**src/rtl/fifo_pkg.sv**
```systemverilog
// Shared types and default sizing for the FIFO word packer and its output buffer.
package fifo_pkg;
   localparam int DEF_IN_W  = 16;
   localparam int DEF_PACK  = 2;
   localparam int DEF_CNT_W = 16;

   typedef enum logic [2:0] {IDLE, RUN, DRAIN, EMIT, DONE} pk_state_e;
   typedef logic [DEF_IN_W-1:0] word_t;
endpackage

```
**src/rtl/beat_skid_buf.sv**
```systemverilog
// Two-entry output buffer for packed beats; the head entry drives the stream
// directly and stays stable while the sink stalls.
module beat_skid_buf
   import fifo_pkg::*;
#(
   parameter int DATA_W = 2 * DEF_IN_W,
   parameter int KEEP_W = DEF_PACK
) (
   input  logic              clk,
   input  logic              rst,
   input  logic              push,
   input  logic [DATA_W-1:0] push_data,
   input  logic [KEEP_W-1:0] push_keep,
   input  logic              pop_ready,
   output logic              valid,
   output logic [DATA_W-1:0] data,
   output logic [KEEP_W-1:0] keep,
   output logic [1:0]        count
);

   logic [DATA_W-1:0] tail_data;
   logic [KEEP_W-1:0] tail_keep;
   logic              pop;

   assign valid = (count != 2'd0);
   assign pop   = valid && pop_ready;

   // NOTE: state registers use non-blocking assignments so every flop samples
   // pre-edge values regardless of statement order.
   always_ff @(posedge clk or posedge rst) begin
      if (rst) begin
         data      <= '0;
         keep      <= '0;
         tail_data <= '0;
         tail_keep <= '0;
         count     <= 2'd0;
      end else begin
         case (count)
            2'd0: begin
               if (push) begin
                  data  <= push_data;
                  keep  <= push_keep;
                  count <= 2'd1;
               end
            end
            2'd1: begin
               if (push && pop) begin
                  data <= push_data;
                  keep <= push_keep;
               end else if (push) begin
                  tail_data <= push_data;
                  tail_keep <= push_keep;
                  count     <= 2'd2;
               end else if (pop) begin
                  count <= 2'd0;
               end
            end
            default: begin
               // Full: the upstream credit rule never pushes here without a pop.
               if (pop) begin
                  data <= tail_data;
                  keep <= tail_keep;
                  if (push) begin
                     tail_data <= push_data;
                     tail_keep <= push_keep;
                  end else begin
                     count <= 2'd1;
                  end
               end
            end
         endcase
      end
   end

endmodule

```
**src/rtl/fifo_word_packer.sv**
```systemverilog
// Pops words from a sync_fifo (1-cycle read latency), packs PACK words per wide
// beat onto a valid/ready stream, and can flush a partial beat with lane keeps.
module fifo_word_packer
   import fifo_pkg::*;
#(
   parameter  int IN_W  = DEF_IN_W,
   parameter  int PACK  = DEF_PACK,
   parameter  int CNT_W = DEF_CNT_W,
   localparam int OUT_W = IN_W * PACK
) (
   input  logic             clk,
   input  logic             rst,
   input  logic             enable,
   input  logic             flush,
   input  logic             fifo_empty,
   input  logic [IN_W-1:0]  fifo_dout,
   output logic             fifo_rd_en,
   output logic             m_valid,
   input  logic             m_ready,
   output logic [OUT_W-1:0] m_data,
   output logic [PACK-1:0]  m_keep,
   output logic             flush_done,
   output logic [CNT_W-1:0] beat_count,
   output logic             busy
);

   localparam int PC_W   = $clog2(PACK + 1);
   localparam int USED_W = 8;

   pk_state_e                   state, state_nxt;
   logic [PC_W-1:0]             pack_cnt;
   logic                        rd_pending;
   logic [PACK-1:0][IN_W-1:0]   lanes;
   logic [1:0]                  obuf_cnt;
   logic [USED_W-1:0]           used;
   logic                        last_word;
   logic                        emit_push;
   logic                        push;
   logic [PACK-1:0][IN_W-1:0]   full_beat;
   logic [PACK-1:0][IN_W-1:0]   part_beat;
   logic [PACK-1:0]             part_keep;
   logic [OUT_W-1:0]            push_data;
   logic [PACK-1:0]             push_keep;

   // Words already committed: buffered beats, lanes filled, and a read in flight.
   assign used = USED_W'(obuf_cnt) * USED_W'(PACK) + USED_W'(pack_cnt) + USED_W'(rd_pending);
   assign last_word = rd_pending && (pack_cnt == PC_W'(PACK - 1));

   always_ff @(posedge clk or posedge rst) begin
      if (rst) state <= IDLE;
      else     state <= state_nxt;
   end

   // NOTE: every combinational output gets a default first so no path infers a latch.
   always_comb begin
      state_nxt = state;
      case (state)
         IDLE:    if (flush) state_nxt = DRAIN;
                  else if (enable) state_nxt = RUN;
         RUN:     if (flush) state_nxt = DRAIN;
                  else if (!enable) state_nxt = IDLE;
         DRAIN:   if (!rd_pending) state_nxt = (pack_cnt != '0) ? EMIT : DONE;
         EMIT:    if (obuf_cnt != 2'd2) state_nxt = DONE;
         DONE:    state_nxt = enable ? RUN : IDLE;
         default: state_nxt = IDLE;
      endcase
   end

   always_comb begin
      fifo_rd_en = (state == RUN) && !fifo_empty && (used < USED_W'(2 * PACK));
      flush_done = (state == DONE);
      emit_push  = (state == EMIT) && (obuf_cnt != 2'd2);
   end

   always_comb begin
      full_beat           = lanes;
      full_beat[PACK-1]   = fifo_dout;
      part_beat           = '0;
      part_keep           = '0;
      for (int i = 0; i < PACK; i++) begin
         if (PC_W'(i) < pack_cnt) begin
            part_beat[i] = lanes[i];
            part_keep[i] = 1'b1;
         end
      end
      push      = last_word || emit_push;
      push_data = emit_push ? OUT_W'(part_beat) : OUT_W'(full_beat);
      push_keep = emit_push ? part_keep : '1;
   end

   always_ff @(posedge clk or posedge rst) begin
      if (rst) begin
         rd_pending <= 1'b0;
         pack_cnt   <= '0;
         beat_count <= '0;
      end else begin
         rd_pending <= fifo_rd_en && !fifo_empty;
         if (rd_pending)     pack_cnt <= last_word ? '0 : pack_cnt + 1'b1;
         else if (emit_push) pack_cnt <= '0;
         if (m_valid && m_ready) beat_count <= beat_count + 1'b1;
      end
   end

   // NOTE: lane storage is data-only and always qualified by pack_cnt, so it
   // carries no reset.
   always_ff @(posedge clk) begin
      if (rd_pending) begin
         for (int i = 0; i < PACK; i++) begin
            if (pack_cnt == PC_W'(i)) lanes[i] <= fifo_dout;
         end
      end
   end

   beat_skid_buf #(
      .DATA_W (OUT_W),
      .KEEP_W (PACK)
   ) u_obuf (
      .clk       (clk),
      .rst       (rst),
      .push      (push),
      .push_data (push_data),
      .push_keep (push_keep),
      .pop_ready (m_ready),
      .valid     (m_valid),
      .data      (m_data),
      .keep      (m_keep),
      .count     (obuf_cnt)
   );

   assign busy = (state != IDLE) || (pack_cnt != '0) || rd_pending || (obuf_cnt != 2'd0);

endmodule

```
**config.mk**
```make
export PLATFORM = sky130hd
export DESIGN_NAME = fifo_word_packer
export DESIGN_NICKNAME = d
export VERILOG_FILES = /design/src/rtl/fifo_pkg.sv /design/src/rtl/beat_skid_buf.sv /design/src/rtl/fifo_word_packer.sv
export SDC_FILE = /design/constraint.sdc
export NUM_CORES = 1
export LEC_CHECK = 0
export ABC_AREA = 1
export ABC_CLOCK_PERIOD_IN_PS = 9200
export CAP_MARGIN = 20
export CORE_UTILIZATION = 62
export CTS_BUF_LIST = sky130_fd_sc_hd__clkbuf_4 sky130_fd_sc_hd__clkbuf_8
export DETAILED_ROUTE_END_ITERATION = 8
export GPL_ROUTABILITY_DRIVEN = 0
export MAX_ROUTING_LAYER = met4
export PLACE_DENSITY = 0.88
export SETUP_SLACK_MARGIN = 0.05
export SYNTH_ARGS = -nofsm -noshare
export SYNTH_HDL_FRONTEND = slang
export SYNTH_SLANG_ARGS = --single-unit
```
**constraint.sdc**
```tcl
create_clock -name clk -period 9.2 [get_ports clk]
set_clock_uncertainty 0.1 [all_clocks]
set_input_delay 1.84 -clock clk [delete_from_list [all_inputs] [get_ports clk]]
set_output_delay 1.84 -clock clk [all_outputs]
set_load 0.02 [all_outputs]
```
# Word level (Yosys, flattened, before mapping)
# Cells that the tools add are included.
word_totals:
  word_cells: 103
  memories: 0
  ramBits: 0
  romBits: 0
  inputBits: 22
  reg_bits: 124
  out_inout_bits: 54
  latch_bits: 0
classes:
  n_mul: 0
  div: 0
  n_shift: 0
  add_sub_neg: 4
  n_eq_ne: 16
  bitwise: 1
  n_reduce_logical: 27
  muxes: 41
  magnitude_cmp: 3
ops:
  columns: ["op", "n"]
  rows:
  - ["$mux 32", 7]
  - ["$pmux 32 s2", 2]
  - ["$mux 16", 2]
  - ["$mux 2", 16]
  - ["$mux 3", 7]
  - ["$add 16x1->16 const B", 1]
  - ["$pmux 3 s5", 1]
  - ["$pmux 2 s2", 3]
  - ["$ne 3x3->1 const B", 3]
  - ["$ne 2x2->1 const B", 4]
  - ["$reduce_bool 2->1", 4]
  - ["$logic_and 1x1->1", 7]
  - ["$eq 3x2->1 const B", 2]
  - ["$reduce_and 3->1", 2]
  - ["$reduce_bool 3->1", 2]
  - ["$add 4x1->5", 1]
  - ["$lt 5x3->1 const B", 1]
  - ["$reduce_and 5->1", 1]
  - ["$add 3x2->4", 1]
  - ["$eq 2x1->1 const B", 2]
  - ["$logic_not 2->1", 2]
  - ["$logic_or 1x1->1", 4]
  - ["$lt 1x2->1 const A", 2]
  - ["$ne 2x1->1 const B", 2]
  - ["other kinds (10)", 13]

# Longest topological paths before layout
# Gate-level depths: netlist of run 1.
logic_depth:
  word_depth: 6
  depth_mapped: 10
  mapped_depth_nobuf: 8

# By module
# A second synthesis of run 1 with hierarchy kept.
hier_totals:
  hier_cells: 711
  area_unflattened_um2: 5879.4
by_module_without_submodules:
  columns: ["module", "seq_area_each_um2", "area_per_inst_um2", "cells_each", "n_inst"]
  rows:
  - ["beat_skid_buf", 1751.7, 3240.6, 424, 1]
  - ["fifo_word_packer", 1511.4, 2638.8, 287, 1]

# Worst setup path after synthesis of run 1
# No wires, ideal clock.
synth_path:
  path_type: "input to output"
  from: "in fifo_empty"
  to: "out fifo_rd_en"
  t_required_ns: 7.260
  cell_stages: 3
  arrival_time_ns: 2.376
  n_path_buf: 0
  setup_slack_ns: 4.884
  path_cell_list: "nor2_1 -> nand4_1 -> a21oi_1"
synth_between:
  elab_chain_len: 3
synth_rtl:
  columns: ["element", "line_no", "text"]
  rows:
  - ["from (decl)", "fifo_word_packer.sv:15", "input logic fifo_empty,"]
  - ["$logic_not 1->1", "fifo_word_packer.sv:70", "fifo_rd_en = (state == RUN) && !fifo_empty && (used < USED_W'(2 * PACK));"]
  - ["$logic_and 1x1->1 (2 in series)", "fifo_word_packer.sv:70", null]
  - ["to (decl)", "fifo_word_packer.sv:17", "output logic fifo_rd_en,"]
# Every way passes these cells.

# Final worst setup path of run 1
# Same ends and word-level chain as after synthesis.

==> flow_metrics.py, run 1 <==
metrics = {
    "cts": {
        "cts_made_buffers": 17,
        "htreeDepth": 4,
        "post_cts_buffers": 0,
        "clkTransAtPathRegs_ns": 0.07,
        "cts_buffer_depth": 2,
        "clock-sinks": 124,
        "cts_resized": 0,
        "tritoncts": "done",
        "cts-root-buf": "clkbuf_8",
        "clk_latency_ns": 0.42,
        "hold_buffers": 0,
    },
    "setup_path": {
        "path_cells": "clkdlybuf4s50_1 -> nor2_1 -> nand4_1 -> a21oi_1 -> clkdlybuf4s50_1",
        "worst_setup_path_start_kind": "input pin",
        "critPathMaxStageDelay_ns": 0.61,
        "crit_top_cell": "clkdlybuf4s50_1",
        "worstPathRequired_ns": 7.26,
        "r2r_slack_ns": 5.76,
        "end_kind": "output port",
        "critPathKind": "in -> out",
        "crit_start": "fifo_empty",
        "path_max_fanout": 2,
        "cp.arrival_ns": 3.20,
        "r2r-start": "u_obuf.count[1]$_DFFE_PP0P_",
        "crit_slowest_cell": "clkdlybuf4s50_1",
    },
    "global_route": {
        "grt_pass1_wl_um": 22580,
        "antenna_found_initial": 0,
        "grt_pass1_vias": 4771,
        "grt_overflow_total": 0,
        "grt_max_degree": 69,
        "gr-usage-all-layers": 0.3082,
    },
    "die": {
        "core_area_um2": 8891,
        "rows": 34,
        "dieArea_um2": 9763,
        "die_w_um": 98.81,
        "die_y_um": 98.81,
        "start_util": 0.6535,
        "io_pins": 76,
    },
    "pwr": {
        "p_per_area_nw_per_um2": 298.7,
        "vdd_drop_max_mv": 0.1998,
        "total_leakage_power_nw": 3.396,
    },
    "layout": {
        "final_cell_mix": "306 x nand2_1, 92 x dfrtp_1, 75 x clkdlybuf4s50_1, 59 x nand3_1, 44 x inv_1",
        "synthToLayoutAreaGrowth_pct": 19.38,
        "seqCellArea_um2": 3263,
        "final_common_cell": "nand2_1",
        "fin_nets": 779,
        "num-fill-cells": 570,
        "drive_gt1_frac": 0.07292,
        "diodes": 0,
        "multi_input_area_um2": 2130,
    },
    "sta": {
        "max_freq_mhz": 194.5,
        "setup_slack_ns": 4.058,
        "period_minus_slack_ns": 5.142,
        "post-route-period-util": 0.5589,
        "hold_viol": 0,
        "setup_viol": 0,
        "tns_ns": 0,
        "tightest_slew_ns": 0.8474,
        "drv_slew": 0,
        "rsz0062_at_grt": "false",
        "relSlewSlack": 0.4337,
    },
    "detailed_routing": {
        "wl_per_cell_um": 15.36,
        "num_vias": 4906,
        "firstDrtPassIters": 6,
        "drt-initial-drc-count": 482,
        "drcViolationCount": 0,
        "via_per_inst": 5.600,
        "ant_nets": 0,
        "wl_um": 13460,
    },
    "logic_synthesis": {
        "synth_top_area_frac": 0.3962,
        "synth_edf_count": 32,
        "syn_avg_cell_area_um2": 8.446,
        "synth-async-reset-ratio": 0.7419,
        "synth.largest_area_cell": "dfrtp_1",
        "ys_top_cells_by_area": "dfrtp_1 40%, nand2_1 20%, edfxtp_1 17%",
        "ys_warn_count": 0,
        "synth_cells": 688,
        "ys_ff_latch": 124,
        "synth_ff_type": "dfrtp_1",
        "synth_cell_types": 30,
        "ys_seq_area_frac": 0.5616,
        "syn_nets": 712,
        "netlist_area_um2": 5811,
    },
    "placement": {
        "io_buffers": 75,
        "dp_slack_ns": 4.060,
        "dp_hpwl_um": 8456,
    },
    "outcome": {
        "status": "finished clean",
    },
    "job": {
        "maxCapViolCount": 0,
    },
    "worst_hold_path": {
        "hp-start": "u_obuf.data[15]$_DFFE_PP0P_",
        "hold_class": "reg -> reg",
    },
}
## path summary, 6_finish.rpt
| path | to | cells after the start |
|---|---|---|
| min | u_obuf.data[15]$_DFFE_PP0P_ | 2 |
| max in group asynchronous | u_obuf.tail_data[29]$_DFFE_PP0P_ | 4 |
| min in group asynchronous | u_obuf.tail_data[14]$_DFFE_PP0P_ | 3 |
| max | fifo_rd_en | 5 |
| max reg2reg | u_obuf.data[28]$_DFFE_PP0P_ | 8 |
| min reg2reg | u_obuf.data[15]$_DFFE_PP0P_ | 2 |
## report_power, final
group / internal [mW] / switching (mW) / total, mW
Sequential: 0.737 / 0.103 / 0.840
Clock: 0.245 / 0.233 / 0.478
Combinational: 0.301 / 0.453 / 0.753
Total: 1.28 / 0.789 / 2.07
## cell families after synthesis
logic type	Yosys count	synth area share
flops	124	0.5616
xor+xnor	10	0.01507
fa+ha+maj	2	0.004306
compound gates	51	0.04608
buf+inv	79	0.07192
simple gates	422	0.3010
## cells in the mapped netlist (2+ instances only)
cell type    n
a21oi_1      4
buf_2       10
buf_4        7
buf_6       11
clkbuf_1     4
dfrtp_1     92
edfxtp_1    32
ha_1         2
inv_1       45
nand2_1    306
nand2_2     12
nand3_1     59
nand4_1      8
nor2_1      29
nor3_1       3
o21ai_0     15
o21ai_1     27
o21bai_1     2
xnor2_1      3
xor2_1       7
## metrics by stage
| stage | util | hold slack (ns) | total power [mW] | instance area (um2) | std cells |
|---|---|---|---|---|---|
| 2_1_floorplan | - | 0.3529 | 1.329 | 5811 | 688 |
| 3_3_place_gp | 0.7291 | 0.3606 | 1.552 | 6482 | 842 |
| 3_5_place_dp | 0.7322 | 0.3645 | 1.591 | 6510 | 843 |
| 4_1_cts | 0.7771 | 0.3840 | 2.070 | 6909 | 875 |
| 5_1_grt | 0.7802 | 0.3972 | 2.193 | 6937 | 876 |
| 6_report | 0.7802 | 0.3776 | 2.072 | 6937 | 876 |
## cell type report
| class | instances | area share |
|---|---|---|
| clock buffers | 17 | 0.03373 |
| clock inverters | 15 | 0.02381 |
| multi-input cells | 485 | 0.3070 |
| well taps | 108 | 0.01948 |
| repair buffers | 81 | 0.1205 |
| flip-flops and latches | 124 | 0.4704 |
| inverters | 46 | 0.02507 |
## sequential cells by signal (all words and copies together), names as in the netlist, 2 cells and up
name,count
beat_count,16
full_beat,16
lanes,16
pack_cnt,2
state,3
u_obuf.count,2
u_obuf.data,32
u_obuf.keep,2
u_obuf.tail_data,32
u_obuf.tail_keep,2
## worst max-delay path, delay by kind of cell
family | cells | cell delay (ns)
simple gates | 2 | 0.20
compound gates | 1 | 0.14
buf+inv | 2 | 1.02
## metal layers
metal	global-route usage	vias up	share of wire
li1	-	2315	-
met1	0.3908	2291	0.40
met2	0.4890	258	0.50
met3	0.05177	42	0.071
met4	0.1424	0	0.027
met5	-	-	0
Note: power is estimated with default switching activity, not from simulation.
==> run 2: changes to the inputs <==
--- a/config.mk
+++ b/config.mk
@@ -6,14 +6,14 @@
 export NUM_CORES = 1
 export LEC_CHECK = 0
 export ABC_AREA = 1
-export ABC_CLOCK_PERIOD_IN_PS = 9200
+export ABC_CLOCK_PERIOD_IN_PS = 4810
 export CAP_MARGIN = 20
-export CORE_UTILIZATION = 62
+export CORE_UTILIZATION = 57
 export CTS_BUF_LIST = sky130_fd_sc_hd__clkbuf_4 sky130_fd_sc_hd__clkbuf_8
 export DETAILED_ROUTE_END_ITERATION = 8
 export GPL_ROUTABILITY_DRIVEN = 0
 export MAX_ROUTING_LAYER = met4
-export PLACE_DENSITY = 0.88
+export PLACE_DENSITY = 0.82
 export SETUP_SLACK_MARGIN = 0.05
 export SYNTH_ARGS = -nofsm -noshare
 export SYNTH_HDL_FRONTEND = slang
==> constraint.sdc (replaced) <==
create_clock -name clk -period 4.81 [get_ports clk]
set_clock_uncertainty 0.1 [all_clocks]
set_input_delay 0.962 -clock clk [delete_from_list [all_inputs] [get_ports clk]]
set_output_delay 0.962 -clock clk [all_outputs]
set_load 0.02 [all_outputs]
==> flow_metrics.py, run 2 (synthesized netlist as in run 1, its figures left out) <==
metrics = {
    "global_route": {
        "grt_overflow_total": 0,
        "antenna_found_initial": 0,
        "gr-usage-all-layers": 0.2831,
        "grt_pass1_vias": 4625,
        "grt_pass1_wl_um": 21780,
        "grt_max_degree": 69,
    },
    "setup_path": {
        "rr_worst_depth": 8,
        "worstPathRequired_ns": 3.75,
        "cp.arrival_ns": 2.43,
        "r2r-start": "u_obuf.count[0]$_DFFE_PP0P_",
        "end_kind": "output port",
        "r2r_slack_ns": 1.71,
        "critPathKind": "reg -> out",
        "crit_path_end": "fifo_rd_en",
        "path_max_fanout": 20,
        "r2r_end": "u_obuf.data[8]$_DFFE_PP0P_",
        "worst_setup_path_start_kind": "flip-flop",
        "crit_start": "pack_cnt[1]$_DFFE_PP0P_",
    },
    "detailed_routing": {
        "wl_per_cell_um": 14.81,
        "firstDrtPassIters": 5,
        "wl_um": 13360,
        "num_vias": 4812,
        "drt-initial-drc-count": 258,
        "drcViolationCount": 0,
        "via_per_inst": 5.335,
        "ant_nets": 0,
    },
    "placement": {
        "place_area_um2": 6521,
        "io_buffers": 75,
        "dp_hpwl_um": 8537,
    },
    "layout": {
        "fin_area_um2": 6975,
        "final_common_cell": "nand2_1",
        "diodes": 0,
        "fin_nets": 780,
        "drive_gt1_frac": 0.07412,
        "synthToLayoutAreaGrowth_pct": 20.05,
        "final_cell_mix": "306 x nand2_1, 92 x dfrtp_1, 75 x clkdlybuf4s50_1, 59 x nand3_1, 44 x inv_1",
        "top_regs": "u_obuf.data x32, u_obuf.tail_data x32",
    },
    "job": {
        "maxCapViolCount": 0,
    },
    "die": {
        "rows": 36,
        "start_util": 0.5917,
        "die_y_um": 103.0,
        "dieArea_um2": 10600,
        "io_pins": 76,
        "core_area_um2": 9819,
        "die_w_um": 103.0,
    },
    "sta": {
        "max_freq_mhz": 286.7,
        "post-route-period-util": 0.7252,
        "hold_viol": 0,
        "tns_ns": 0,
        "relSlewSlack": 0.4324,
        "period_minus_slack_ns": 3.488,
        "rsz0062_at_grt": "false",
        "tightest_slew_ns": 0.8494,
        "drv_slew": 0,
        "setup_viol": 0,
        "whs_ns": 0.3795,
    },
    "cts": {
        "tritoncts": "done",
        "cts_buffer_depth": 2,
        "post_cts_buffers": 0,
        "clk_latency_ns": 0.45,
        "clock-sinks": 124,
        "htreeDepth": 4,
        "clkTransAtPathRegs_ns": 0.07,
        "hold_buffers": 0,
        "cts-root-buf": "clkbuf_8",
        "cts_resized": 0,
        "cts_made_buffers": 17,
    },
    "outcome": {
        "status": "finished clean",
    },
    "pwr": {
        "p_sw_mw": 1.476,
        "cell_internal_pwr_mw": 2.524,
        "vdd_drop_max_mv": 0.3753,
        "p_per_area_nw_per_um2": 573.5,
        "p_comb_frac": 0.358,
        "total_leakage_power_nw": 3.399,
        "power.share.clock": 0.239,
        "seqPwrFrac": 0.403,
        "power_mw": 4.001,
        "swShare": 0.3690,
    },
    "worst_hold_path": {
        "min_path_cells": 2,
        "hold_class": "reg -> reg",
    },
}
run 2: cell types whose count changed in the layout (fill, tap and decap cells not counted):
cell / delta
clkinv_4: -5
clkbuf_4: +3
inv_6: -3
buf_12: +2
buf_16: -2
clkinv_2: +2
clkinvlp_4: +2
buf_4: +1
bufinv_16: +1
clkbuf_8: +1
inv_4: -1
run 2: worst min path at each step:
stage	startpoint	to	slack, ns
6_report	u_obuf.data[12]$_DFFE_PP0P_	u_obuf.data[12]$_DFFE_PP0P_	0.38
5_1_grt	u_obuf.data[15]$_DFFE_PP0P_	u_obuf.data[15]$_DFFE_PP0P_	0.39
4_1_cts	u_obuf.data[3]$_DFFE_PP0P_	u_obuf.data[3]$_DFFE_PP0P_	0.38
3_5_place_dp	u_obuf.data[21]$_DFFE_PP0P_	u_obuf.data[21]$_DFFE_PP0P_	0.36
3_3_place_gp	u_obuf.data[12]$_DFFE_PP0P_	u_obuf.data[12]$_DFFE_PP0P_	0.36
2_1_floorplan	u_obuf.tail_data[25]$_DFFE_PP0P_	u_obuf.tail_data[25]$_DFFE_PP0P_	0.35
run 2: per-layer routing:
| metal | up-vias | track usage | routed length, um |
|---|---|---|---|
| li1 | 2324 | - | - |
| met1 | 2265 | 0.3481 | 5609 |
| met2 | 186 | 0.4538 | 6742 |
| met3 | 37 | 0.07051 | 774 |
| met4 | 0 | 0.1062 | 232 |
| met5 | - | - | 0 |
run 2: power by group through the flow:
stage	clock (mW)	sequential, mW	combinational [mW]
after floorplan	0	1.77	0.769
after detailed placement	0	1.62	1.42
after CTS	0.960	1.61	1.43
final	0.954	1.61	1.43
after global placement	0	1.61	1.37
after global routing	1.00	1.65	1.60
run 2: metrics by stage:
stage	worst slack (ns)	std cells	utilization
4_1_cts	1.323	900	0.7063
6_report	1.322	902	0.7104
3_3_place_gp	1.427	868	0.6641
5_1_grt	1.204	902	0.7104
2_1_floorplan	1.356	688	-
3_5_place_dp	1.424	868	0.6641
run 2: worst max-delay path: stages (launching register included):
cell and delay, ns:
dfrtp_1 0.65, ha_1 0.34, nor2_1 0.10, nand4_1 0.12
a21oi_1 0.16, clkdlybuf4s50_1 0.62
run 2: cell type report:
cell class | instances | area, um2
clock inverter | 11 | 143.9
multi-input combinational | 485 | 2130
clock buffer | 21 | 270.3
timing repair buffer | 82 | 828.3
inverter | 46 | 173.9
fill | 784 | 2844
sequential | 124 | 3263
tap | 133 | 166.4
==> run 3: changes to the inputs <==
--- a/config.mk
+++ b/config.mk
@@ -6,7 +6,7 @@
 export NUM_CORES = 1
 export LEC_CHECK = 0
 export ABC_AREA = 1
-export ABC_CLOCK_PERIOD_IN_PS = 4810
+export ABC_CLOCK_PERIOD_IN_PS = 3500
 export CAP_MARGIN = 20
 export CORE_UTILIZATION = 57
 export CTS_BUF_LIST = sky130_fd_sc_hd__clkbuf_4 sky130_fd_sc_hd__clkbuf_8
==> constraint.sdc (replaced) <==
create_clock -name clk -period 3.5 [get_ports clk]
set_clock_uncertainty 0.1 [all_clocks]
set_input_delay 0.7 -clock clk [delete_from_list [all_inputs] [get_ports clk]]
set_output_delay 0.7 -clock clk [all_outputs]
set_load 0.02 [all_outputs]
==> flow_metrics.py, run 3 (synthesized netlist as in run 1, its figures left out) <==
metrics = {
    "outcome": {
        "status": "finished clean",
    },
    "pwr": {
        "seqPwrFrac": 0.393,
        "p_per_area_nw_per_um2": 802.4,
        "power_mw": 5.639,
        "cell_internal_pwr_mw": 3.598,
        "total_leakage_power_nw": 3.426,
        "p_comb_frac": 0.349,
        "vdd_drop_max_mv": 0.4926,
        "swShare": 0.3620,
        "power.share.clock": 0.258,
        "p_sw_mw": 2.041,
    },
    "sta": {
        "max_freq_mhz": 313.6,
        "setup_slack_ns": 0.3113,
        "period_minus_slack_ns": 3.189,
        "hold_viol": 0,
        "setup_viol": 0,
        "tightest_slew_ns": 0.6604,
        "rsz0062_at_grt": "false",
        "tns_ns": 0,
        "drv_slew": 0,
        "whs_ns": 0.3782,
        "post-route-period-util": 0.9111,
        "relSlewSlack": 0.5597,
    },
    "layout": {
        "drive_gt1_frac": 0.07652,
        "seqCellArea_um2": 3263,
        "top_regs": "u_obuf.data x32, u_obuf.tail_data x32",
        "fin_nets": 782,
        "diodes": 0,
        "final_cell_mix": "306 x nand2_1, 92 x dfrtp_1, 75 x clkdlybuf4s50_1, 59 x nand3_1, 44 x inv_1",
        "synthToLayoutAreaGrowth_pct": 20.95,
        "final_common_cell": "nand2_1",
        "multi_input_area_um2": 2130,
        "num-fill-cells": 764,
    },
    "setup_path": {
        "path_cells": "ha_1 -> nor2_1 -> nand4_1 -> a21oi_1 -> clkdlybuf4s50_1",
        "worst_setup_path_start_kind": "flip-flop",
        "cp_top_family": "flip-flops",
        "cp.arrival_ns": 2.39,
        "critPathKind": "reg -> out",
        "end_kind": "output port",
        "critPathMaxStageDelay_ns": 0.63,
        "path_max_fanout": 20,
        "path_buf_inv": 1,
        "crit_slowest_cell": "dfrtp_1",
        "worstPathRequired_ns": 2.70,
    },
    "die": {
        "die_y_um": 103.0,
        "start_util": 0.5917,
        "core_area_um2": 9819,
        "rows": 36,
        "die_w_um": 103.0,
        "dieArea_um2": 10600,
        "io_pins": 76,
    },
    "detailed_routing": {
        "num_vias": 4773,
        "via_per_inst": 5.280,
        "drcViolationCount": 0,
        "drt-initial-drc-count": 409,
        "wl_per_cell_um": 14.38,
        "wl_um": 13000,
        "firstDrtPassIters": 6,
        "ant_nets": 0,
    },
    "cts": {
        "clkTransAtPathRegs_ns": 0.07,
        "hold_buffers": 0,
        "htreeDepth": 4,
        "cts-root-buf": "clkbuf_8",
        "cts_buffer_depth": 2,
        "cts_made_buffers": 17,
        "post_cts_buffers": 0,
        "clk_latency_ns": 0.44,
        "tritoncts": "done",
        "cts_resized": 0,
        "clock-sinks": 124,
    },
    "global_route": {
        "grtUsageMet1": 0.3554,
        "gr-usage-all-layers": 0.2734,
        "grt_overflow_total": 0,
        "antenna_found_initial": 0,
        "use_met2": 0.4262,
        "grt_pass1_wl_um": 21100,
        "grt_pass1_vias": 4400,
        "use_met3": 0.06169,
        "top_usage_layer": "met2",
        "grt_max_degree": 69,
    },
    "placement": {
        "io_buffers": 75,
        "dp_hpwl_um": 8258,
        "dp_slack_ns": 0.6283,
    },
    "worst_hold_path": {
        "hold_class": "reg -> reg",
    },
    "job": {
        "maxCapViolCount": 0,
    },
}
run 3: worst register-to-register path: stages, from the launching register on:
cell and delay (ns):
dfrtp_1 0.47, nand2_2 0.12, nor2_4 0.08, buf_4 0.25, nand2_2 0.38, nand3_2 0.22, nand2_4 0.26, inv_2 0.55
nand2_1 0.14, nand2_1 0.09
run 3: final cells by class:
type / instances / share of cell area
Clock buffer: 18 / 0.03525
Multi-Input combinational cell: 485 / 0.3030
Sequential cell: 124 / 0.4643
Tap cell: 133 / 0.02368
Inverter: 46 / 0.02475
Clock inverter: 14 / 0.03080
Timing Repair Buffer: 84 / 0.1182
run 3: stage by stage:
stage / util / std cells / instance area [um2]
after floorplan: - / 688 / 5811
after global placement: 0.6685 / 872 / 6564
after detailed placement: 0.6685 / 872 / 6564
after CTS: 0.7157 / 904 / 7028
after global routing: 0.7157 / 904 / 7028
final: 0.7157 / 904 / 7028
run 3: power by group through the flow:
| stage | logic, mW | registers [mW] | clock network, mW |
|---|---|---|---|
| after floorplan | 1.06 | 2.44 | 0 |
| after global placement | 1.90 | 2.21 | 0 |
| after detailed placement | 1.95 | 2.23 | 0 |
| after CTS | 1.98 | 2.21 | 1.47 |
| after global routing | 2.20 | 2.26 | 1.53 |
| final | 1.97 | 2.22 | 1.46 |
run 3: final timing paths:
path	slack, ns	startpoint	depth (start not counted)	endpoint
min in group asynchronous	0.46	rst	2	state[1]$_DFFE_PP0P_
max reg2reg	0.78	state[0]$_DFFE_PP0P_	9	u_obuf.data[25]$_DFFE_PP0P_
min	0.38	u_obuf.data[15]$_DFFE_PP0P_	2	u_obuf.data[15]$_DFFE_PP0P_
max in group asynchronous	2.19	rst	3	u_obuf.data[29]$_DFFE_PP0P_
max	0.31	pack_cnt[1]$_DFFE_PP0P_	5	fifo_rd_en
min reg2reg	0.38	u_obuf.data[15]$_DFFE_PP0P_	2	u_obuf.data[15]$_DFFE_PP0P_
run 3: routing by layer:
layer | vias to the layer above | routed length, um
met3 | 26 | 772
met4 | 0 | 184
met2 | 201 | 6450
li1 | 2320 | -
met5 | - | 0
met1 | 2226 | 5587
